**src/rtl/fp_entry_pkg.sv**
```systemverilog
// Shared types and constants for the floating-point operand entry front end.
// Build option: DEBOUNCE_EN enables the button debounce counter.
package fp_entry_pkg;

  localparam int NIBBLES = 8;
  localparam int FP_W    = 32;
  localparam int NIB_W   = 4;
  localparam int IDX_W   = 3;

  // Entry FSM states; encodings are visible on the state output for display.
  typedef enum logic [2:0] {
    S_IDLE   = 3'd0,
    S_LOAD_A = 3'd1,
    S_LOAD_B = 3'd2,
    S_SEND   = 3'd3,
    S_DONE   = 3'd4
  } state_t;

  // Shift one hex nibble into the low end of an operand, MSB nibble first.
  function automatic logic [FP_W-1:0] shift_in(input logic [FP_W-1:0] v,
                                                input logic [NIB_W-1:0] n);
    return {v[FP_W-NIB_W-1:0], n};
  endfunction

endpackage

```
**src/rtl/fp_operand_entry_fsm_button_press_pulse.sv**
```systemverilog
// Turns a raw asynchronous push-button into a single-cycle press pulse:
// 2-flop synchronizer, optional debounce counter, rising-edge detector.
// Build option: DEBOUNCE_EN inserts the debounce counter (DEBOUNCE_CYCLES
// consecutive high samples required); without it DEBOUNCE_CYCLES is unused.
module button_press_pulse #(
  parameter int DEBOUNCE_CYCLES = 50000
) (
  input  logic clk,
  input  logic reset,
  input  logic button,
  output logic press
);

  logic r_sync1;
  logic r_sync2;
  logic r_level_d;
  logic r_press;
  logic w_level;

  // Two-flop synchronizer for the asynchronous button.
  always_ff @(posedge clk) begin
    if (!reset) begin
      r_sync1 <= 1'b0;
      r_sync2 <= 1'b0;
    end else begin
      r_sync1 <= button;
      r_sync2 <= r_sync1;
    end
  end

`ifdef DEBOUNCE_EN
  localparam int CNT_W = $clog2(DEBOUNCE_CYCLES + 1);
  localparam logic [CNT_W-1:0] CNT_LAST = CNT_W'(DEBOUNCE_CYCLES - 1);

  logic [CNT_W-1:0] r_cnt;
  logic             r_stable;

  // Count consecutive high samples; any low sample restarts the count.
  always_ff @(posedge clk) begin
    if (!reset) begin
      r_cnt    <= '0;
      r_stable <= 1'b0;
    end else if (!r_sync2) begin
      r_cnt    <= '0;
      r_stable <= 1'b0;
    end else if (!r_stable) begin
      if (r_cnt == CNT_LAST) begin
        r_stable <= 1'b1;
      end else begin
        r_cnt <= r_cnt + 1'b1;
      end
    end
  end

  assign w_level = r_stable;
`else
  assign w_level = r_sync2;
`endif

  // Registered rising-edge detect: a held button yields exactly one pulse.
  always_ff @(posedge clk) begin
    if (!reset) begin
      r_level_d <= 1'b0;
      r_press   <= 1'b0;
    end else begin
      r_level_d <= w_level;
      r_press   <= w_level & ~r_level_d;
    end
  end

  assign press = r_press;

endmodule

```
**src/rtl/fp_operand_entry_fsm.sv**
```systemverilog
// Operand entry front end: collects operand A then B (8 hex nibbles each,
// MSB first) and offers the pair to the adder on a valid/ready handshake.
// Handshake: op_valid is high exactly while in S_SEND and the operands are
// frozen; a transfer happens on a rising edge with op_valid && op_ready, and
// op_valid falls the following cycle. op_ready is ignored elsewhere.
// Build option: DEBOUNCE_EN enables the debounce stage in the press path.
module fp_operand_entry_fsm
  import fp_entry_pkg::*;
#(
  parameter int DEBOUNCE_CYCLES = 50000
) (
  input  logic        clk,
  input  logic        reset,
  input  logic        button,
  input  logic [3:0]  nibble,
  input  logic        clear,
  input  logic        op_ready,
  output logic [31:0] op_a,
  output logic [31:0] op_b,
  output logic        op_valid,
  output logic [2:0]  state,
  output logic [2:0]  nib_idx
);

  localparam logic [IDX_W-1:0] IDX_LAST = IDX_W'(NIBBLES - 1);

  logic             w_press;
  state_t           r_state;
  state_t           w_state_next;
  logic [FP_W-1:0]  r_op_a;
  logic [FP_W-1:0]  r_op_b;
  logic [FP_W-1:0]  w_op_a_next;
  logic [FP_W-1:0]  w_op_b_next;
  logic [IDX_W-1:0] r_nib_idx;
  logic [IDX_W-1:0] w_nib_idx_next;

  button_press_pulse #(
    .DEBOUNCE_CYCLES(DEBOUNCE_CYCLES)
  ) u_press (
    .clk   (clk),
    .reset (reset),
    .button(button),
    .press (w_press)
  );

  // State, operand and nibble-index registers.
  always_ff @(posedge clk) begin
    if (!reset) begin
      r_state   <= S_IDLE;
      r_op_a    <= '0;
      r_op_b    <= '0;
      r_nib_idx <= '0;
    end else begin
      r_state   <= w_state_next;
      r_op_a    <= w_op_a_next;
      r_op_b    <= w_op_b_next;
      r_nib_idx <= w_nib_idx_next;
    end
  end

  // Next-state and datapath updates; clear overrides everything else.
  always_comb begin
    w_state_next   = r_state;
    w_op_a_next    = r_op_a;
    w_op_b_next    = r_op_b;
    w_nib_idx_next = r_nib_idx;

    case (r_state)
      S_IDLE: begin
        if (w_press) begin
          w_op_a_next    = shift_in(r_op_a, nibble);
          w_nib_idx_next = IDX_W'(1);
          w_state_next   = S_LOAD_A;
        end
      end
      S_LOAD_A: begin
        if (w_press) begin
          w_op_a_next = shift_in(r_op_a, nibble);
          if (r_nib_idx == IDX_LAST) begin
            w_nib_idx_next = '0;
            w_state_next   = S_LOAD_B;
          end else begin
            w_nib_idx_next = r_nib_idx + 1'b1;
          end
        end
      end
      S_LOAD_B: begin
        if (w_press) begin
          w_op_b_next = shift_in(r_op_b, nibble);
          if (r_nib_idx == IDX_LAST) begin
            w_nib_idx_next = '0;
            w_state_next   = S_SEND;
          end else begin
            w_nib_idx_next = r_nib_idx + 1'b1;
          end
        end
      end
      S_SEND: begin
        // Operands frozen; presses ignored until the consumer takes them.
        if (op_ready) begin
          w_state_next = S_DONE;
        end
      end
      S_DONE: begin
        // A new press starts a fresh operand A and discards the old B.
        if (w_press) begin
          w_op_a_next    = {{(FP_W-NIB_W){1'b0}}, nibble};
          w_op_b_next    = '0;
          w_nib_idx_next = IDX_W'(1);
          w_state_next   = S_LOAD_A;
        end
      end
      default: begin
        w_state_next   = S_IDLE;
        w_op_a_next    = '0;
        w_op_b_next    = '0;
        w_nib_idx_next = '0;
      end
    endcase

    if (clear) begin
      w_state_next   = S_IDLE;
      w_op_a_next    = '0;
      w_op_b_next    = '0;
      w_nib_idx_next = '0;
    end
  end

  assign op_a     = r_op_a;
  assign op_b     = r_op_b;
  assign op_valid = (r_state == S_SEND);
  assign state    = r_state;
  assign nib_idx  = r_nib_idx;

endmodule
```
**config.mk**
```make
export PLATFORM = sky130hd
export DESIGN_NAME = fp_operand_entry_fsm
export DESIGN_NICKNAME = d
export VERILOG_FILES = /design/src/rtl/fp_entry_pkg.sv /design/src/rtl/fp_operand_entry_fsm_button_press_pulse.sv /design/src/rtl/fp_operand_entry_fsm.sv
export SDC_FILE = /design/constraint.sdc
export NUM_CORES = 1
export LEC_CHECK = 0
export ABC_AREA = 1
export ABC_CLOCK_PERIOD_IN_PS = 1900
export BUFFER_PORTS_ARGS = -buffer_cell sky130_fd_sc_hd__buf_4
export CORE_UTILIZATION = 35
export CTS_CLUSTER_DIAMETER = 120
export DETAILED_ROUTE_END_ITERATION = 10
export PLACE_DENSITY_LB_ADDON = 0.1
export SLEW_MARGIN = 25
export SYNTH_ARGS = -nofsm -noshare
export SYNTH_HDL_FRONTEND = slang
export SYNTH_SLANG_ARGS = --single-unit
```
**constraint.sdc**
```tcl
create_clock -name clk -period 1.9 [get_ports clk]
set_input_delay 0.38 -clock clk [delete_from_list [all_inputs] [get_ports clk]]
set_output_delay 0.38 -clock clk [all_outputs]
set_load 0.005 [all_outputs]
```
==> flow_metrics.tcl <==
set metrics [dict create \
    status "finished clean" \
    cap_violations 0 \
    holdCritStartpoint "button" \
    ys.flop_type "dfxtp_1" \
    n_fill_cell 913 \
    drtAntennaViolNets 0 \
    mostFrequentLayoutCells "168 x nand2_1, 84 x buf_4, 74 x dfxtp_1" \
    clock_sinks 74 \
    finalNonFillerCells 602 \
    p_total_mw 3.500 \
    ir_worst_vdd_mv 0.4033 \
    diodes 0 \
    dr_total_vias 2704 \
    dr.first_iter.drc_count 69 \
    synthSimpleGateAreaFrac_pct 33.59 \
    clock_path_buffers 2 \
    fin_crit_ps 1699 \
    clkLatencyLatePin_ps 340 \
    cp_max_fo 7 \
    grt_pass1_wl_um 11760 \
    placed_area_um2 3710 \
    grt_pass1_vias 2473 \
    clock_skew_ps 8.133 \
    post_cts_buffers 0 \
    seq_area_frac_synth_pct 47.57 \
    timing.final.ws_setup_ps 200.9 \
    grt_max_degree 37 \
    internal_power_mw 2.605 \
    synth.cell_area_um2 3114 \
    tns_ps 0 \
    dr.pass1.iters 4 \
    clk_pin_slew_ps 80 \
    die_w_um 96.33 \
    rsz0062_at_grt "no" \
    fin_nets 501 \
    p_seq_share_pct 46.1 \
    synth_top_cell_by_area "dfxtp_1" \
    clockRootBuffer "clkbuf_8" \
    slew_headroom_pct 73.28 \
    power.density_nw_per_um2 886.2 \
    num_rows 34 \
    arrival_ps 1320 \
    crit_type "reg2out" \
    cts_inserted_buffers 9 \
    dieArea_um2 9279 \
    ys_async_sr_fraction_pct 0 \
    ys_ff_latch 74 \
    htreeDepth 3 \
    synth-xor-area-share_pct 0 \
    avgRoutedWirePerCell_um 11.58 \
    design_area_um2 3949 \
    overflow 0 \
    min_path_type "in2reg" \
    mostFrequentLayoutCell "nand2_1" \
    critPathCaptureType "primary output" \
    grt_usage_pct 16.41 \
    hold_viol 0 \
    routed_wl_um 6970 \
    synthMuxAreaShare_pct 0 \
    drive_gt1_share_pct 27.13 \
    synthTopCellsByArea "dfxtp_1 48%, nand2_1 20%, a21oi_1 6.6%" \
    r2r_start "state[1]$_SDFFE_PP0P_" \
    drc_errors 0 \
    synthesis.nets 424 \
    antenna_found_initial 0 \
    placedCellCount 587 \
    place_ws_ps 428.8 \
    start_kind "register" \
    gp_routability_congestion 0.7562 \
    slew_violations 0 \
    p_sw_uw 894.9 \
    leakage_nw 1.571 \
    dieHeight_um 96.33 \
    numPortBuffers 79 \
    crit_start "state[2]$_SDFFE_PP0P_" \
    cp.required_ps 1520 \
    syn_inst 413 \
    p_clk_share_pct 42.4 \
    dp_hpwl_um 4610 \
    area_growth_pct 26.80 \
    ios 80 \
    cts_resized 0 \
    synth_top_family_by_area "simple AND/OR/NAND/NOR gates" \
    synth_warnings 0 \
    cts_tree "done" \
    coreArea_um2 8678 \
    synth_top_area_share_pct 47.57 \
    setup_viol 0 \
    period_share_pct 89.43 \
    synth_compound_area_share_pct 9.482 \
    vias_per_cell 4.492 \
    hold_buffers 0 \
    yosysUniqueCellTypes 24 \
    synthAdderAreaFrac_pct 0.8035 \
    worst_pin_slew_ps 400.2 \
    fmax_ghz 0.5886 \
    swShare_pct 25.57 \
    power_frac_comb_pct 11.5 \
    synth-edff-count 0 \
    syn_avg_cell_area_um2 7.541 \
    start_util_pct 35.89 \
]
-- critical path, stage by stage (launching register included) --
cell	delay [ps]
dfxtp_1	490
inv_2	150
nand3_1	150
inv_1	60
buf_4	130
-- cell type report --
| type | count | area (um2) | share of cell area (%) |
|---|---|---|---|
| clock buffers | 9 | 123.9 | 3.137 |
| clock inverters | 6 | 115.1 | 2.915 |
| inverters | 15 | 56.30 | 1.426 |
| multi-input cells | 304 | 1366 | 34.60 |
| flip-flops and latches | 74 | 1481 | 37.52 |
| well taps | 108 | 135.1 | 3.422 |
| repair buffers | 86 | 670.6 | 16.98 |
-- power by group through the flow --
stage          Clock, mW  Combinational (mW)  Sequential, mW
2_1_floorplan          0               0.322            1.65
6_report            1.48               0.403            1.61
4_1_cts             1.53               0.408            1.61
5_1_grt             1.59               0.466            1.62
3_3_place_gp           0               0.408            1.65
3_5_place_dp           0               0.406            1.65
-- cell families after synthesis --
| group | after synthesis |
|---|---|
| buffers and inverters | 35 |
| AO/OA/AOI/OAI | 51 |
| AND/OR/NAND/NOR | 251 |
| adder cells (fa/ha/maj) | 2 |
| flip-flops | 74 |
-- stage by stage --
stage / util (%) / hold slack (ps)
3_3_place_gp: 42.75 / 373.3
6_report: 45.50 / 217.7
5_1_grt: 45.50 / 204.0
3_5_place_dp: 42.75 / 376.9
4_1_cts: 45.50 / 205.5
2_1_floorplan: - / 368.1
-- path summary, 6_finish.rpt --
kind | slack (ps) | to | cells past startpoint
hold / removal | 220 | u_press.r_sync1$_SDFF_PN0_ | 3
setup reg to reg | 400 | op_b[1]$_SDFFE_PP0P_ | 5
setup / recovery | 200 | op_valid | 4
hold reg to reg | 390 | u_press.press$_SDFF_PN0_ | 1
-- registers in the layout (all words and copies together), names as in the netlist --
signal / count
u_press.r_sync2: 1
u_press.r_level_d: 1
state: 3
u_press.press: 1
u_press.r_sync1: 1
nib_idx: 3
op_b: 32
op_a: 32
-- routing by layer --
layer,global-route usage (%),share of wire (%)
met1,23.34,51
met2,23.11,42
met3,4.186,4.8
met4,7.230,2.0
met5,0,0
-- cell usage after synthesis, types with 2 or more instances --
library cell	count
buf_4	3
inv_1	11
clkbuf_8	3
nand3_2	2
o21ai_0	2
buf_8	3
nand2_2	2
ha_1	2
a21oi_1	41
inv_2	3
nand2_1	168
nor2_2	20
nor2_1	45
o21a_1	4
buf_6	8
nand3_1	11
clkbuf_1	3
dfxtp_1	74
nor2_4	3
Note: power is estimated with default switching activity, not from simulation.
